$ cat src/rtl/funnel_seq_4_1.sv
// Word-to-lane funnel: holds one 4-lane input word and emits 4, 2 or 1 lanes
// in order 0..3, handing over to the next word on the last lane without a bubble.
module funnel_seq_4_1 #(
    parameter int LANE_W = 128
) (
    input  logic                  clk,
    input  logic                  reset,
    input  logic [4*LANE_W-1:0]   t_0_dat,
    input  logic                  t_0_valid,
    output logic                  t_0_ready,
    input  logic [7:0]            t_cfg_dat,
    output logic [LANE_W-1:0]     i_0_dat,
    output logic                  i_0_valid,
    input  logic                  i_0_ready,
    output logic                  i_0_last,
    output logic [7:0]            sel,
    output logic [7:0]            mode
);

    // state    | meaning
    // ST_IDLE  | no word held, ready for a new word
    // ST_DRAIN | word held, presenting lane r_cnt
    typedef enum logic {
        ST_IDLE  = 1'b0,
        ST_DRAIN = 1'b1
    } state_t;

    state_t              r_state;
    state_t              w_state_nxt;
    logic [1:0]          r_cnt;
    logic [1:0]          w_cnt_nxt;
    logic [4*LANE_W-1:0] r_data;
    logic [7:0]          r_mode;
    logic [1:0]          w_last_idx;
    logic [1:0]          w_lane;
    logic                w_last;
    logic                w_load;

    // Lane-count code of the held word; code 3 is reserved and behaves as 4 lanes.
    always_comb begin
        case (r_mode[1:0])
            2'd1:    w_last_idx = 2'd1;
            2'd2:    w_last_idx = 2'd0;
            default: w_last_idx = 2'd3;
        endcase
    end

    assign w_last = (r_state == ST_DRAIN) && (r_cnt == w_last_idx);

    always_ff @(posedge clk) begin
        if (reset) begin
            r_state <= ST_IDLE;
            r_cnt   <= 2'd0;
        end else begin
            r_state <= w_state_nxt;
            r_cnt   <= w_cnt_nxt;
        end
    end

    always_comb begin
        w_state_nxt = r_state;
        w_cnt_nxt   = r_cnt;
        w_load      = 1'b0;
        t_0_ready   = 1'b0;
        i_0_valid   = 1'b0;
        i_0_last    = 1'b0;
        sel         = 8'h00;
        case (r_state)
            ST_IDLE: begin
                t_0_ready = 1'b1;
                if (t_0_valid) begin
                    w_load      = 1'b1;
                    w_cnt_nxt   = 2'd0;
                    w_state_nxt = ST_DRAIN;
                end
            end
            ST_DRAIN: begin
                i_0_valid = 1'b1;
                i_0_last  = w_last;
                // sel[1] marks an odd lane, sel[0] the upper lane pair
                sel       = {6'b0, r_cnt[0], r_cnt[1]};
                t_0_ready = w_last & i_0_ready;
                if (i_0_ready) begin
                    if (w_last) begin
                        w_cnt_nxt = 2'd0;
                        if (t_0_valid) begin
                            w_load = 1'b1;
                        end else begin
                            w_state_nxt = ST_IDLE;
                        end
                    end else begin
                        w_cnt_nxt = r_cnt + 2'd1;
                    end
                end
            end
            default: begin
                w_state_nxt = ST_IDLE;
                w_cnt_nxt   = 2'd0;
            end
        endcase
    end

    always_ff @(posedge clk) begin
        if (reset) begin
            r_data <= '0;
            r_mode <= 8'h00;
        end else if (w_load) begin
            r_data <= t_0_dat;
            r_mode <= t_cfg_dat;
        end
    end

    assign w_lane = {sel[0], sel[1]};
    assign mode   = r_mode;

    always_comb begin
        case (w_lane)
            2'd0:    i_0_dat = r_data[LANE_W-1:0];
            2'd1:    i_0_dat = r_data[2*LANE_W-1:LANE_W];
            2'd2:    i_0_dat = r_data[3*LANE_W-1:2*LANE_W];
            default: i_0_dat = r_data[4*LANE_W-1:3*LANE_W];
        endcase
    end

endmodule

$ cat config.mk
export PLATFORM = sky130hd
export DESIGN_NAME = funnel_seq_4_1
export DESIGN_NICKNAME = d
export VERILOG_FILES = /design/src/rtl/funnel_seq_4_1.sv
export SDC_FILE = /design/constraint.sdc
export NUM_CORES = 1
export LEC_CHECK = 0
export BUFFER_PORTS_ARGS = -buffer_cell sky130_fd_sc_hd__buf_4
export CORE_AREA = 2 2 258 260
export DETAILED_ROUTE_END_ITERATION = 6
export DIE_AREA = 0 0 260 262
export GPL_TIMING_DRIVEN = 0
export PLACE_DENSITY = 0.67
export SYNTH_ARGS = -nofsm -noshare
export SYNTH_HDL_FRONTEND = slang
export SYNTH_SLANG_ARGS = --single-unit
$ cat constraint.sdc
create_clock -name clk -period 6.22 [get_ports clk]
set_clock_uncertainty 0.2 [all_clocks]
set_input_delay 0.622 -clock clk [delete_from_list [all_inputs] [get_ports clk]]
set_output_delay 0.622 -clock clk [all_outputs]
set_load 0.05 [all_outputs]
==> impl_results.md <==
- HP Class: primary input to flip-flop
- Critical path arrival: 3.95 ns
- Antenna violations before repair: 23
- Critical Path Start Type: flip-flop
- Most crowded layer after global routing: met2
- Synthesized instance count: 3,029
- VDD IR-drop max: 0.223 mV
- Residual DRC: 0
- Pre-CTS WS: 2.13 ns
- Post-layout minimum cycle time: 4.77 ns
- Number of I/O pins: 671
- WP data required: 5.40 ns
- # rows: 94
- RSZ-0062 raised after global routing: no
- Cell area after layout: 36,400 um2
- Tcrit/Tclk final: 76.7%
- DR WL/cell: 22.4 um
- Vias in the first global route: 24,300
- Final Net Count: 4,282
- Die area: 68,100 um2
- Via count: 24,400
- Dpl cell area: 34,400 um2
- Met3 global-route usage: 4.75%
- Cts-stage hold buffer count: 0
- Initial Util: 43.4%
- Pin count of the biggest net entering global routing: 15
- Router iterations before antenna repair: 5
- Setup bufs post-CTS: 0
- Final hold slack: 0.0710 ns
- Crit path setup slack, layout: 1.45 ns
- Reg2Reg Setup Slack: 3.54 ns
- H-tree lvl count: 2
- Layout cells sized above 1: 25.6%
- Die span in x: 260 um
- TritonCTS clock tree: yes
- Post-Syn Area: 28,400 um2
- IO buf count: 663
- Grt total ovfl: 0
- Routing usage on met1: 38.1%
- CTS Buffer Depth: 3
- Synth warn: 0
- Setup crit end kind: primary output
- CP Cell Sequence: clkbuf_1, clkbuf_1, clkbuf_1, o22ai_1, a21oi_1, buf_4
- Fmax: 0.210 GHz
- DR vias/cell: 5.22
- Power per cell area: 251 nW/um2
- Reg2Reg Depth: 8
- Synth unique cells: 28
- Maximum fanout along the worst path: 10
- DRT iter0 DRCs: 1,701
- Post-route setup TNS: 0 ns
- Total track usage: 29.5%
- Worst setup path start: r_state
- Final hold vios: 0
- Core box area: 65,300 um2
- Met2 Usage GRT: 49.5%
- CP max stage delay: 1.03 ns
- Slowest cell on crit path: clkbuf_1
- Root Driver: clkbuf_16
- Die Ht: 262 um
- Endpoints failing setup: 0
- Post-CTS resize count: 0
- ANT nets after route: 0
- DRT Wirelength: 105,000 um
- Sequential cell area fraction in the yosys report: 36.9%
- Clk Latency, worst-skew pair: 0.61 ns
- GP Congestion: 0.911
- Seq cells post-synth: 523
- DP HPWL: 79,200 um
- Reg2reg end: r_data[32]
- First-pass GRT wire length: 151,000 um
- MaxCap Viol Count: 0
- LEAKAGE: 16.2 nW
- CP most frequent cell: clkbuf_1
- Worst slew pin tran: 1.38 ns
- Layout area overhead: 28.4%
- Setup Crit Path Kind: flip-flop to primary output
- Clock sink count: 523
- Pins over their slew limit: 0
- Mean Syn Cell Area: 9.36 um2
- CP Capture Point: i_0_dat[10]
- CTS Buf Count: 58
- Worst slew margin: 8.23%
- Status: complete, no violations
- Crit Reg-Reg Startpoint: mode[0]
- Reg clk slew, reported paths: 0.07 ns
-- power by group --
group	switching [mW]	internal (mW)	total [mW]	leakage, nW
logic	1.02	0.870	1.89	11.0
clock network	1.45	2.07	3.53	0.948
registers	0.133	3.58	3.72	4.30
-- Yosys cell counts --
library cell	number	area share, %
a21oi_1	132	2.3
and2_1	1	0.022
buf_1	13	0.17
buf_2	29	0.51
buf_4	9	0.24
buf_6	55	2.2
clkbuf_1	174	2.3
conb_1	1	0.013
dfxtp_1	523	37
ha_1	1	0.044
inv_1	6	0.079
mux2_2	128	5.1
mux2i_1	520	18
nand2_1	2	0.026
nand2b_1	1041	23
nand3_1	1	0.018
nand3b_1	128	3.4
nor2_1	1	0.013
nor3b_1	1	0.026
o2111ai_1	1	0.031
o211ai_1	1	0.026
o21ai_0	128	2.3
o22ai_1	128	2.8
o31ai_1	1	0.026
o41a_1	1	0.040
or4_1	1	0.026
xnor2_1	1	0.031
xor2_1	1	0.031
-- routing by layer --
metal,up-vias,routed length (um)
met5,-,85
met4,12,3430
met3,171,6310
met2,799,50600
met1,11700,44200
li1,11700,-
-- cell usage in the layout (no fill, tap or decap), drive strengths merged --
| master | count |
|---|---|
| o211ai | 1 |
| nand3 | 1 |
| xor2 | 1 |
| ha | 1 |
| buf | 769 |
| mux2i | 520 |
| o2111ai | 1 |
| clkbuf | 267 |
| clkinvlp | 1 |
| mux2 | 128 |
| o31ai | 1 |
| and2 | 1 |
| nor3b | 1 |
| o22ai | 128 |
| inv | 6 |
| bufinv | 3 |
| o21ai | 128 |
| nand2 | 2 |
| xnor2 | 1 |
| a21oi | 132 |
| clkinv | 8 |
| nand2b | 1041 |
| diode | 18 |
| dfxtp | 523 |
| or4 | 1 |
| conb | 6 |
| nor2 | 1 |
| nand3b | 128 |
| o41a | 1 |
-- flip-flops by register name (all words and copies together) (netlist names) --
name     cells
r_data     512
mode         8
r_cnt        2
r_state      1
-- cells by family (layout without fill, tap and decap cells) --
logic type | Yosys count | in the layout | share of synthesized area, %
flip-flops | 523 | 523 | 36.9
adder cells (fa/ha/maj) | 1 | 1 | 0.0441
XOR/XNOR | 2 | 2 | 0.0618
multiplexers | 648 | 648 | 23.4
other | 1 | 24 | 0.0132
AO/OA/AOI/OAI | 392 | 392 | 7.54
buffers and inverters | 286 | 1054 | 5.49
AND/OR/NAND/NOR | 1176 | 1176 | 26.5
-- per-stage QoR --
step                      std cells  power, mW  utilization (%)
after floorplan                3034       4.93                -
after global placement         4561       5.66             52.7
after detailed placement       4561       5.67             52.8
after CTS                      4666       9.18             55.7
after global routing           4680       9.45             55.8
final                          4684       9.14             55.8
-- worst min path at each step --
stage                   to  slack [ns]          from  depth (start not counted)
2_1_floorplan  r_data[128]        0.25   r_data[128]                          2
3_3_place_gp   r_data[190]        0.26   r_data[190]                          2
3_5_place_dp   r_data[202]        0.26   r_data[202]                          2
4_1_cts        r_data[404]        0.03  t_0_dat[404]                          3
5_1_grt        r_data[478]        0.06  t_0_dat[478]                          3
6_report       r_data[404]        0.07  t_0_dat[404]                          3
-- layout make-up --
class | count | area [um2]
Tap cell | 864 | 1080
Fill cell | 6075 | 28900
Clock inverter | 12 | 138
Antenna cell | 18 | 45.0
Sequential cell | 523 | 10500
Multi-Input combinational cell | 2225 | 16300
Clock buffer | 93 | 1790
Buffer | 280 | 1540
Inverter | 6 | 22.5
Timing Repair Buffer | 663 | 4980
-- critical path: cells and delay by family (launching register included) --
family / cells / cell delay [ns]
AO/OA/AOI/OAI: 2 / 0.60
flip-flops: 1 / 0.35
buffers and inverters: 4 / 2.37
No activity file was read; power rests on OpenSTA's default activity.
